<file path="config.mk">
export PLATFORM = sky130hd
export DESIGN_NAME = led_anim_sequencer
export DESIGN_NICKNAME = d
export VERILOG_FILES = /design/src/rtl/led_anim_sequencer.sv
export SDC_FILE = /design/constraint.sdc
export NUM_CORES = 1
export LEC_CHECK = 0
export ABC_CLOCK_PERIOD_IN_PS = 5500
export BUFFER_PORTS_ARGS = -buffer_cell sky130_fd_sc_hd__buf_2
export CAP_MARGIN = 20
export CORE_ASPECT_RATIO = 0.5
export CORE_MARGIN = 2
export CORE_UTILIZATION = 30
export CTS_BUF_LIST = sky130_fd_sc_hd__clkbuf_8
export DETAILED_ROUTE_END_ITERATION = 7
export GPL_ROUTABILITY_DRIVEN = 0
export GPL_TIMING_DRIVEN = 0
export PLACE_DENSITY = 0.55
export RECOVER_POWER = 50
export SLEW_MARGIN = 15
export SYNTH_ARGS = -nofsm -noshare
export SYNTH_HDL_FRONTEND = slang
export SYNTH_SLANG_ARGS = --single-unit
</file>
<file path="constraint.sdc">
create_clock -name clk -period 5.5 [get_ports clk]
set_input_delay 0.825 -clock clk [delete_from_list [all_inputs] [get_ports clk]]
set_output_delay 0.825 -clock clk [all_outputs]
set_load 0.005 [all_outputs]
</file>
<file path="src/rtl/led_anim_sequencer.sv">
// Frame stepper for an LED pattern decoder bank: programmable frame rate, pattern select,
// looped or one-shot playback. Define LED_ANIM_PINGPONG_EN for up/down (ping-pong) playback.
module led_anim_sequencer #(
  parameter int unsigned DIV_W  = 24,
  parameter int unsigned FRAMES = 128,
  parameter int unsigned NPAT   = 4,
  localparam int unsigned PAT_W = (NPAT > 1) ? $clog2(NPAT) : 1
) (
  input  logic             clk,
  input  logic             rst,
  input  logic             start,
  input  logic             stop,
  input  logic             one_shot,
  input  logic [PAT_W-1:0] pat_sel,
  input  logic [DIV_W-1:0] div,
  input  logic [6:0]       rom_data,
  output logic [6:0]       frame,
  output logic [PAT_W-1:0] pat,
  output logic [6:0]       led_n,
  output logic             busy,
  output logic             done
);

  localparam int unsigned FRAME_W = 7;
  localparam logic [FRAME_W-1:0] LAST_FRAME = FRAME_W'(FRAMES - 1);
  localparam logic [6:0]         LED_OFF    = 7'h7F;

  typedef enum logic {IDLE, RUN} state_e;

  state_e             state_q, state_d;
  logic [FRAME_W-1:0] frame_q, frame_d;
  logic [PAT_W-1:0]   pat_q, pat_d;
  logic [DIV_W-1:0]   presc_q, presc_d;
  logic               shot_q, shot_d;
  logic [6:0]         led_n_q, led_n_d;
  logic               busy_q, busy_d;
  logic               done_q, done_d;
  logic               tick_c;
  logic               seq_end_c;

`ifdef LED_ANIM_PINGPONG_EN
  logic dir_q, dir_d;  // 0 = ascending, 1 = descending
  assign seq_end_c = dir_q && (frame_q == '0);
`else
  assign seq_end_c = (frame_q == LAST_FRAME);
`endif

  // >= keeps a lowered div from letting the prescaler run past it
  assign tick_c = (presc_q >= div);

  always_comb begin
    state_d = state_q;
    frame_d = frame_q;
    pat_d   = pat_q;
    presc_d = presc_q;
    shot_d  = shot_q;
    led_n_d = LED_OFF;
    done_d  = 1'b0;
`ifdef LED_ANIM_PINGPONG_EN
    dir_d   = dir_q;
`endif
    case (state_q)
      IDLE: begin
        frame_d = '0;
        if (start && !stop) begin
          state_d = RUN;
          pat_d   = pat_sel;
          shot_d  = one_shot;
          presc_d = '0;
`ifdef LED_ANIM_PINGPONG_EN
          dir_d   = 1'b0;
`endif
        end
      end
      RUN: begin
        if (stop) begin
          state_d = IDLE;
          frame_d = '0;
        end else begin
          led_n_d = rom_data;
          presc_d = tick_c ? '0 : presc_q + DIV_W'(1);
          if (tick_c) begin
            if (seq_end_c) begin
              frame_d = '0;
`ifdef LED_ANIM_PINGPONG_EN
              dir_d   = 1'b0;
`endif
              if (shot_q) begin
                state_d = IDLE;
                done_d  = 1'b1;
                led_n_d = LED_OFF;
              end else begin
                pat_d = pat_sel;
              end
            end else begin
`ifdef LED_ANIM_PINGPONG_EN
              if (dir_q) begin
                frame_d = frame_q - FRAME_W'(1);
              end else if (frame_q == LAST_FRAME) begin
                dir_d   = 1'b1;
                frame_d = frame_q - FRAME_W'(1);
              end else begin
                frame_d = frame_q + FRAME_W'(1);
              end
`else
              frame_d = frame_q + FRAME_W'(1);
`endif
            end
          end
        end
      end
      default: state_d = IDLE;
    endcase
    busy_d = (state_d == RUN);
  end

  always_ff @(posedge clk) begin
    if (rst) begin
      state_q <= IDLE;
      frame_q <= '0;
      pat_q   <= '0;
      presc_q <= '0;
      shot_q  <= 1'b0;
      led_n_q <= LED_OFF;
      busy_q  <= 1'b0;
      done_q  <= 1'b0;
`ifdef LED_ANIM_PINGPONG_EN
      dir_q   <= 1'b0;
`endif
    end else begin
      state_q <= state_d;
      frame_q <= frame_d;
      pat_q   <= pat_d;
      presc_q <= presc_d;
      shot_q  <= shot_d;
      led_n_q <= led_n_d;
      busy_q  <= busy_d;
      done_q  <= done_d;
`ifdef LED_ANIM_PINGPONG_EN
      dir_q   <= dir_d;
`endif
    end
  end

  assign frame = frame_q;
  assign pat   = pat_q;
  assign led_n = led_n_q;
  assign busy  = busy_q;
  assign done  = done_q;

endmodule
</file>
=== Word level (Yosys, flattened, before mapping) ===
Index checks and enable logic that the tools add are counted.

* Add/subtract/negate cells: 2
* $lt $le $gt $ge: 1
* Eq/ne operators: 7
* Mux-type cells: 24
* Bitwise gates (word level): 3
* Reductions and logical operators: 7

{| class="wikitable"
|+ Operator list
! kind !! count
|-
| 2-to-1 mux 24 bit || 3
|-
| case mux 24 bit (2 select lines) || 1
|-
| 2-to-1 mux 7 bit || 6
|-
| adder 24 x 1 -> 24 bit (second input constant) || 1
|-
| greater-or-equal comparator 24 bit || 1
|-
| case mux 7 bit (2 select lines) || 1
|-
| 2-to-1 mux 2 bit || 5
|-
| adder 7 x 1 -> 7 bit (second input constant) || 1
|-
| == test 7 bit (second input constant) || 1
|-
| 2-to-1 mux 1 bit || 6
|-
| != test 2 bit (second input constant) || 3
|-
| AND reduction 5 bit || 1
|-
| OR reduction 5 bit || 1
|-
| != test 2 x 1 -> 1 bit (second input constant) || 2
|-
| case mux 2 bit (2 select lines) || 1
|-
| AND reduction 2 bit || 2
|-
| != test 3 x 2 -> 1 bit (second input constant) || 1
|-
| NOT 1 bit || 3
|-
| OR reduction 3 bit || 1
|-
| case mux 1 bit (2 select lines) || 1
|-
| logical AND 1 bit || 1
|-
| zero test 1 bit || 1
|}

* Flip-flop bits (word level): 43
* Input bits: 38
* Word-level logic and storage cells: 51

=== Longest topological paths before layout ===
Gate-level depths: netlist of run 1.

* Word-level depth: 5
* Depth in mapped cells: 9
* Depth with buffers taken out: 8

=== Worst setup path before layout of run 1 ===
OpenSTA, ideal clock, no wires.

* Kind: input to register
* Start point: input port div[11]
* End point: register presc_q[20]
* Arrival: 2545 ps
* Path slack: 2835 ps
* Stages on the path: 8
* Cell sequence: inv_1 > ha_1 > nand2_1 > o21a_1 > a2111o_1 > o211ai_4 > and4b_1 > a211o_1

* Word-level cells in the longest chain between the ends: 4

{| class="wikitable"
|+ RTL lines
! element !! RTL line !! source
|-
| start, declared || 15 || <nowiki>input logic [DIV_W-1:0] div,</nowiki>
|-
| greater-or-equal comparator 24 bit || 49 || <nowiki>assign tick_c = (presc_q >= div);</nowiki>
|-
| 2-to-1 mux 24 bit || 81 || <nowiki>presc_d = tick_c ? '0 : presc_q + DIV_W'(1);</nowiki>
|-
| 2-to-1 mux 24 bit || 76 || <nowiki>if (stop) begin</nowiki>
|-
| case mux 24 bit (2 select lines) || 62 || <nowiki>case (state_q)</nowiki>
|-
| end signal, assigned || 134 || <nowiki>presc_q <= presc_d;</nowiki>
|-
| end, declared || 33 || <nowiki>logic [DIV_W-1:0] presc_q, presc_d;</nowiki>
|}

No other way between the ends. The select of a mux whose other input is x is not followed.
A chain may end at the register's enable or synchronous reset.

=== Final worst setup path of run 1 ===
* Start point: input port div[11]
* End point: register presc_q[19]

The elaborated chain is that of the path after synthesis.

==> results of run 1 <==
-- path summary, 6_finish.rpt --
kind         cells past startpoint       start     endpoint  slack, ps
max                             10     div[11]  presc_q[19]       2480
min                              2      pat[1]       pat[1]        480
max reg2reg                      9  presc_q[0]   presc_q[6]       2680
min reg2reg                      2      pat[1]       pat[1]        480
-- metrics by stage --
stage | hold slack [ps] | instances
2_1_floorplan | 443 | 312
3_3_place_gp | 465 | 484
3_5_place_dp | 472 | 484
4_1_cts | 485 | 492
5_1_grt | 512 | 492
6_report | 479 | 492
-- registers in the layout, summed over array words and instances (netlist names) --
name	cells
busy	1
led_n	7
presc_q	24
shot_q	1
frame	7
done	1
pat	2
-- worst min-delay path, stage by stage, from the launching register on --
cell	delay (ps)
dfxtp_1	320
nand2b_1	60
mux2i_1	60
-- power by group --
part	internal [mW]	switching [mW]	total (mW)
clock network	0.147	0.115	0.263
registers	0.313	0.00184	0.315
logic	0.0230	0.0260	0.0490
-- cell usage after synthesis (2+ instances only) --
cell type	n	area, µm²
dfxtp_1	43	861
nand2_1	33	124
inv_1	27	101
ha_1	26	325
nor2_1	16	60.1
a21oi_1	15	75.1
nor3_1	12	60.1
or3_1	12	75.1
nand3_1	11	55.1
o21ai_0	11	55.1
nand2b_1	10	62.6
and3_1	8	50.1
nand4_1	7	43.8
o211ai_1	6	45.0
a21o_1	5	37.5
clkbuf_1	5	18.8
a22o_1	4	35.0
buf_6	4	45.0
mux2i_1	4	40.0
o21a_1	4	30.0
a31o_2	3	26.3
nor3b_1	3	22.5
o22a_1	3	26.3
a311oi_1	2	17.5
a31oi_1	2	12.5
and2_1	2	12.5
and4_1	2	17.5
nor2b_1	2	12.5
o21bai_1	2	15.0
xnor2_1	2	17.5
-- routing by layer --
layer / part of all wire (%) / GRT usage, % / up-vias
li1: - / - / 1253
met1: 56 / 19.4 / 1062
met2: 39 / 19.9 / 34
met3: 3.2 / 3.11 / 9
met4: 1.4 / 4.31 / 0
met5: 0 / 0 / -
-- cell families (layout without fill, tap and decap cells) --
family,after synthesis,in the layout
flip-flops,43,43
buffers and inverters,37,100
multiplexers,4,4
AND/OR/NAND/NOR,126,126
XOR/XNOR,3,3
AO/OA/AOI/OAI,73,73
adder cells (fa/ha/maj),26,26
-- cells in the final DEF (no fill, tap or decap), types with 2 or more instances in the layout --
master,Yosys,layout
clkbuf_8,0,6
a21oi_1,15,15
nor3_1,12,12
and2_1,2,2
o21ai_0,11,11
nor2b_1,2,2
and3_1,8,8
buf_2,0,49
nor2_1,16,16
nand4_1,7,7
nand2_1,33,33
o21a_1,4,4
nor3b_1,3,3
o211ai_1,6,8
a31o_2,3,3
mux2i_1,4,4
a31oi_1,2,2
or3_1,12,12
o21bai_1,2,2
dfxtp_1,43,43
xnor2_1,2,2
and4_1,2,2
nand2b_1,10,11
buf_6,4,2
clkbuf_1,5,14
inv_1,27,27
ha_1,26,26
a22o_1,4,4
a21o_1,5,5
nand3_1,11,11
a311oi_1,2,2
o22a_1,3,3
-- area by class of cell --
class	count	area share, %
Clock buffer	6	2.63
Clock inverter	2	1.12
Sequential cell	43	27.4
Multi-Input combinational cell	232	50.8
Timing Repair Buffer	55	8.53
Inverter	27	3.23
Tap cell	117	4.66
Buffer	10	1.67
==> metrics.md, run 1 <==
| Metric | Value |
|---|---|
| Outcome | complete, no violations |
| Rows | 24 |
| Slowest stage cell on the critical path | clkbuf_1 |
| CP arrival | 3200 ps |
| Postcts setup bufs | 0 |
| Port bufs | 55 |
| Longest Clk Path Bufs | 2 |
| CTS tree | built |
| Syn. warnings | 0 |
| Static leakage | ~1.4 nW |
| DP HPWL | 5000 µm |
| Maximum number of pins on one net before global-route repair | 14 |
| Crit-path cells | buf_2 -> inv_1 -> ha_1 -> nand2_1 -> o21a_1 -> a2111o_1 -> o2111ai_1 -> clkbuf_1 -> o21ai_0 -> o2bb2ai_1 |
| Placed Area | ~3100 µm² |
| Final wirelength | 6460 µm |
| Final setup margin | 2480 ps |
| Drt first pass iters | 4 |
| Slowest stage delay, CP | 480 ps |
| Total GRT Usage | between 10% and 20% |
| Post-Synth Adder-Cell Area | 12.0% |
| Buf+Inv Stages, Crit Path | 3 |
| Hold Vio Cnt, Final | 0 |
| Simple-gate share of the synthesized area | about 25% |
| Clk_skew | 10.9 ps |
| Drt initial violations | 82 |
| Grt ovf | 0 |
| Sink Count | 43 |
| Tcrit/Tclk final | 55.0% |
| Initial Utilization | between 30% and 40% |
| Pwr/cell area | 200 nW/µm² |
| Setup TNS | 0 ps |
| Root Driver | clkbuf_8 |
| # fillers | 931 |
| Req. time, crit path | 5680 ps |
| Highest Clock Rate | approximately 330 MHz |
| Post-layout min period | between 3000 and 4000 ps |
| Max-cap viol count | 0 |
| Crit Path Class | in2reg |
| Post-synthesis xor/xnor area fraction | 0.972% |
| Die Span X | ~140 µm |
| Synthesized area per cell | between 8 and 9 µm² |
| Post-Syn Instances | ~310 |
| Worst-margin pin slew | 701 ps |
| Post-Syn Nets | between 300 and 400 |
| Post_cts resized | 0 |
| Final setup violating endpoints | 0 |
| Sequential share of the synthesized area | 31.8% |
| Hold buffer count at cts | 0 |
| Class of the worst hold path | reg2reg |
| Vias in the first global route | approximately 2,200 |
| Max-slew violation count | 0 |
| Max-Slew Margin vs Limit | 53.1% |
| Global-route wire length before repair | 10,600 µm |
| Share of layout cells above drive strength 1 | 18.1% |
| Crit path max fanout | 10 |
| Die area | 9830 µm² |
| Netlist Area Pre-Place | 2700 µm² |
| H-tree lvl count | 2 |
| Maximum VDD drop | approximately 0.09 mV |
| Sequential Area | 861 µm² |
| Crit-path leading delay family | compound AO/OA/AOI/OAI gates |
| Final net count | 438 |
| Post-DRT Antenna Nets | 0 |
| Initial antenna violation count | 0 |
| Area of the multi-input gates | 1590 µm² |
| Worst setup EP type | register |
| Design Area, Final | 3140 µm² |
| Primary FF master, synth | dfxtp_1 |
| #FFs+latches synth | 43 |
| Area growth syn-to-layout | 16.1% |
| Main combinational cell family by area after synthesis | simple AND/OR/NAND/NOR gates |
| Routed vias/inst | 4.79 |
| Core Util, Final | 35.9% |
| Antenna cells | 0 |
| WL/cell | around 13 µm |
| Total power | around 0.63 mW |
| Via count | 2,358 |
| Mux share of post-synthesis cell area | between 1 and 1.5% |
| Post-synth EDFFs | 0 |
| # IOs | 56 |
| RSZ-0062 raised after global routing | no |
| Worst skew pair latency | roughly 310 ps |
| Worst setup SP type | input port |
| Die height | about 71 µm |
| Ys async rst share | 0% |
| Unique masters post-synth | 56 |
| Post-synthesis compound-gate area fraction | 22.4% |
| Dpl ws | around 2500 ps |
| Area of the core | 8740 µm² |
| CTS clk-pin slew, worst paths | 80 ps |
| TritonCTS buffer count | 5 |
| DRC | 0 |
No activity file was read; power rests on OpenSTA's default activity.
==> run 2, diff against run 1 <==
--- a/config.mk
+++ b/config.mk
@@ -5,7 +5,7 @@
 export SDC_FILE = /design/constraint.sdc
 export NUM_CORES = 1
 export LEC_CHECK = 0
-export ABC_CLOCK_PERIOD_IN_PS = 5500
+export ABC_CLOCK_PERIOD_IN_PS = 3000
 export BUFFER_PORTS_ARGS = -buffer_cell sky130_fd_sc_hd__buf_2
 export CAP_MARGIN = 20
 export CORE_ASPECT_RATIO = 0.5
==> constraint.sdc (replaced) <==
create_clock -name clk -period 3 [get_ports clk]
set_input_delay 0.45 -clock clk [delete_from_list [all_inputs] [get_ports clk]]
set_output_delay 0.45 -clock clk [all_outputs]
set_load 0.005 [all_outputs]
==> run 2 against run 1 <==
Net effect: sequential share of layout area decreased by 0.63 points; routed wire length about the same; final area increased by 2.4%; critical path type is now reg2reg; largest cell class unchanged.
==> metrics.md, run 2 (same netlist as run 1, synthesis figures left out) <==
| Metric | Value |
|---|---|
| Antenna cells | 0 |
| Most frequent cells in the layout | 50 x buf_2, 43 x dfxtp_1, 33 x nand2_1, 27 x inv_1, 26 x ha_1 |
| Worst setup EP type | register |
| Area growth syn-to-layout | 18.9% |
| Crit-path leading delay family | compound AO/OA/AOI/OAI gates |
| Tcrit/Tclk final | 87.5% |
| Via count | 2,356 |
| Crit Path Class | reg2reg |
| Max reg flops | 24 |
| Fin Hold WS | 329 ps |
| Reg2reg path depth | 8 |
| Die area | 9830 µm² |
| H-tree lvl count | 2 |
| Max-Slew Margin vs Limit | between 50% and 60% |
| # fillers | 919 |
| Hold depth | 2 |
| Worst skew pair latency | 310 ps |
| Highest Clock Rate | around 380 MHz |
| Total power | 1.16 mW |
| Postcts setup bufs | 0 |
| Root Driver | clkbuf_8 |
| Final setup margin | 374 ps |
| CTS clk-pin slew, worst paths | roughly 90 ps |
| Sequential Area | 861 µm² |
| DRC | 0 |
| Final wirelength | approximately 6500 µm |
| Drt first pass iters | 4 |
| Maximum VDD drop | 0.172 mV |
| Commonest non-fill, non-tap cell in the layout | buf_2 |
| Power Internal | a little under 0.9 mW |
| Class of the worst hold path | in2reg |
| CTS tree | built |
| Non-Filler Instances | 492 |
| Crit path launch | presc_q[11] |
| Crit path max fanout | 10 |
| Switching share of power | 23.0% |
| Share of layout cells above drive strength 1 | 20.5% |
| Rows | 24 |
| Post-DRT Antenna Nets | 0 |
| TritonCTS buffer count | 5 |
| Worst R2R End | presc_q[19] |
| Worst setup SP type | register |
| Max-slew violation count | 0 |
| Reg power frac | 49.9% |
| Setup TNS | 0 ps |
| Req. time, crit path | about 3200 ps |
| Die height | 71.1 µm |
| WL/cell | roughly 13 µm |
| Initial Utilization | between 30% and 40% |
| Initial antenna violation count | 0 |
| Slowest stage cell on the critical path | o2111ai_1 |
| # IOs | 56 |
| Sink Count | 43 |
| Slowest stage delay, CP | 530 ps |
| Port bufs | 55 |
| Largest reg by FF count | presc_q |
| Hold Path Sink | led_n[0] |
| Sw power | 0.266 mW |
| Final setup violating endpoints | 0 |
| Hold Crit Start | rom_data[0] |
| Area of the multi-input gates | 1650 µm² |
| Worst-margin pin slew | 672 ps |
| Vias in the first global route | roughly 2,200 |
| Routed vias/inst | 4.79 |
| Hold Vio Cnt, Final | 0 |
| Pwr/cell area | 360 nW/µm² |
| Dpl ws | between 400 and 500 ps |
| Outcome | complete, no violations |
| CP arrival | 2820 ps |
| Max-cap viol count | 0 |
| Clk_skew | 12.8 ps |
| Drt initial violations | 117 |
| Crit-path cells | ha_1 -> nand2_1 -> o21a_1 -> a2111o_1 -> o2111ai_1 -> buf_4 -> o21ai_0 -> o2bb2ai_1 |
| Post-layout min period | 2630 ps |
| Longest Clk Path Bufs | 2 |
| Gate power share | 8.4% |
| Final net count | 438 |
| Reg2Reg Setup Slack | ~370 ps |
| Area of the core | 8740 µm² |
| Placed insts | 484 |
| Buf+Inv Stages, Crit Path | 1 |
| Post_cts resized | 0 |
| Static leakage | 1.48 nW |
| Clock share of power | 41.7% |
| RSZ-0062 raised after global routing | no |
| Total GRT Usage | 13.4% |
| DP HPWL | 5000 µm |
| Hold buffer count at cts | 0 |
| Worst r2r src | presc_q[11] |
| Grt ovf | 0 |
| Global-route wire length before repair | between 10,000 and 15,000 µm |
| Die Span X | 138 µm |
| Maximum number of pins on one net before global-route repair | 14 |
## run 2: cell type report
cell class | instances | area share, %
Buffer | 10 | 2.22
Clock buffer | 6 | 2.57
Clock inverter | 2 | 1.09
Inverter | 27 | 3.15
Multi-Input combinational cell | 232 | 51.3
Sequential cell | 43 | 26.8
Tap cell | 117 | 4.55
Timing Repair Buffer | 55 | 8.37
## run 2: how the worst max path moves through the flow
stage | end | depth (start not counted)
detailed placement | presc_q[19] | 10
floorplan | presc_q[20] | 8
CTS | presc_q[2] | 8
finish | presc_q[19] | 8
global route | presc_q[19] | 8
global placement | presc_q[19] | 10
## run 2: power by group through the flow
stage | sequential [mW] | clock, mW | combinational, mW
6_report | 0.578 | 0.483 | 0.0968
5_1_grt | 0.579 | 0.525 | 0.109
4_1_cts | 0.578 | 0.494 | 0.0990
3_5_place_dp | 0.591 | 0 | 0.0983
3_3_place_gp | 0.591 | 0 | 0.0975
2_1_floorplan | 0.591 | 0 | 0.0563
## run 2: routing by layer
layer	up-vias	GRT usage, %	wire length, µm
li1	1252	-	-
met1	1059	19.4	3600
met2	34	19.9	2560
met3	11	3.11	198
met4	0	4.31	94
met5	-	0	0
## run 2: per-stage QoR
| stage | instance area, µm² | utilization, % |
|---|---|---|
| floorplan | 2700 | - |
| global placement | 3130 | 35.8 |
| detailed placement | 3130 | 35.8 |
| CTS | 3240 | 37.1 |
| global route | 3210 | 36.8 |
| finish | 3210 | 36.8 |
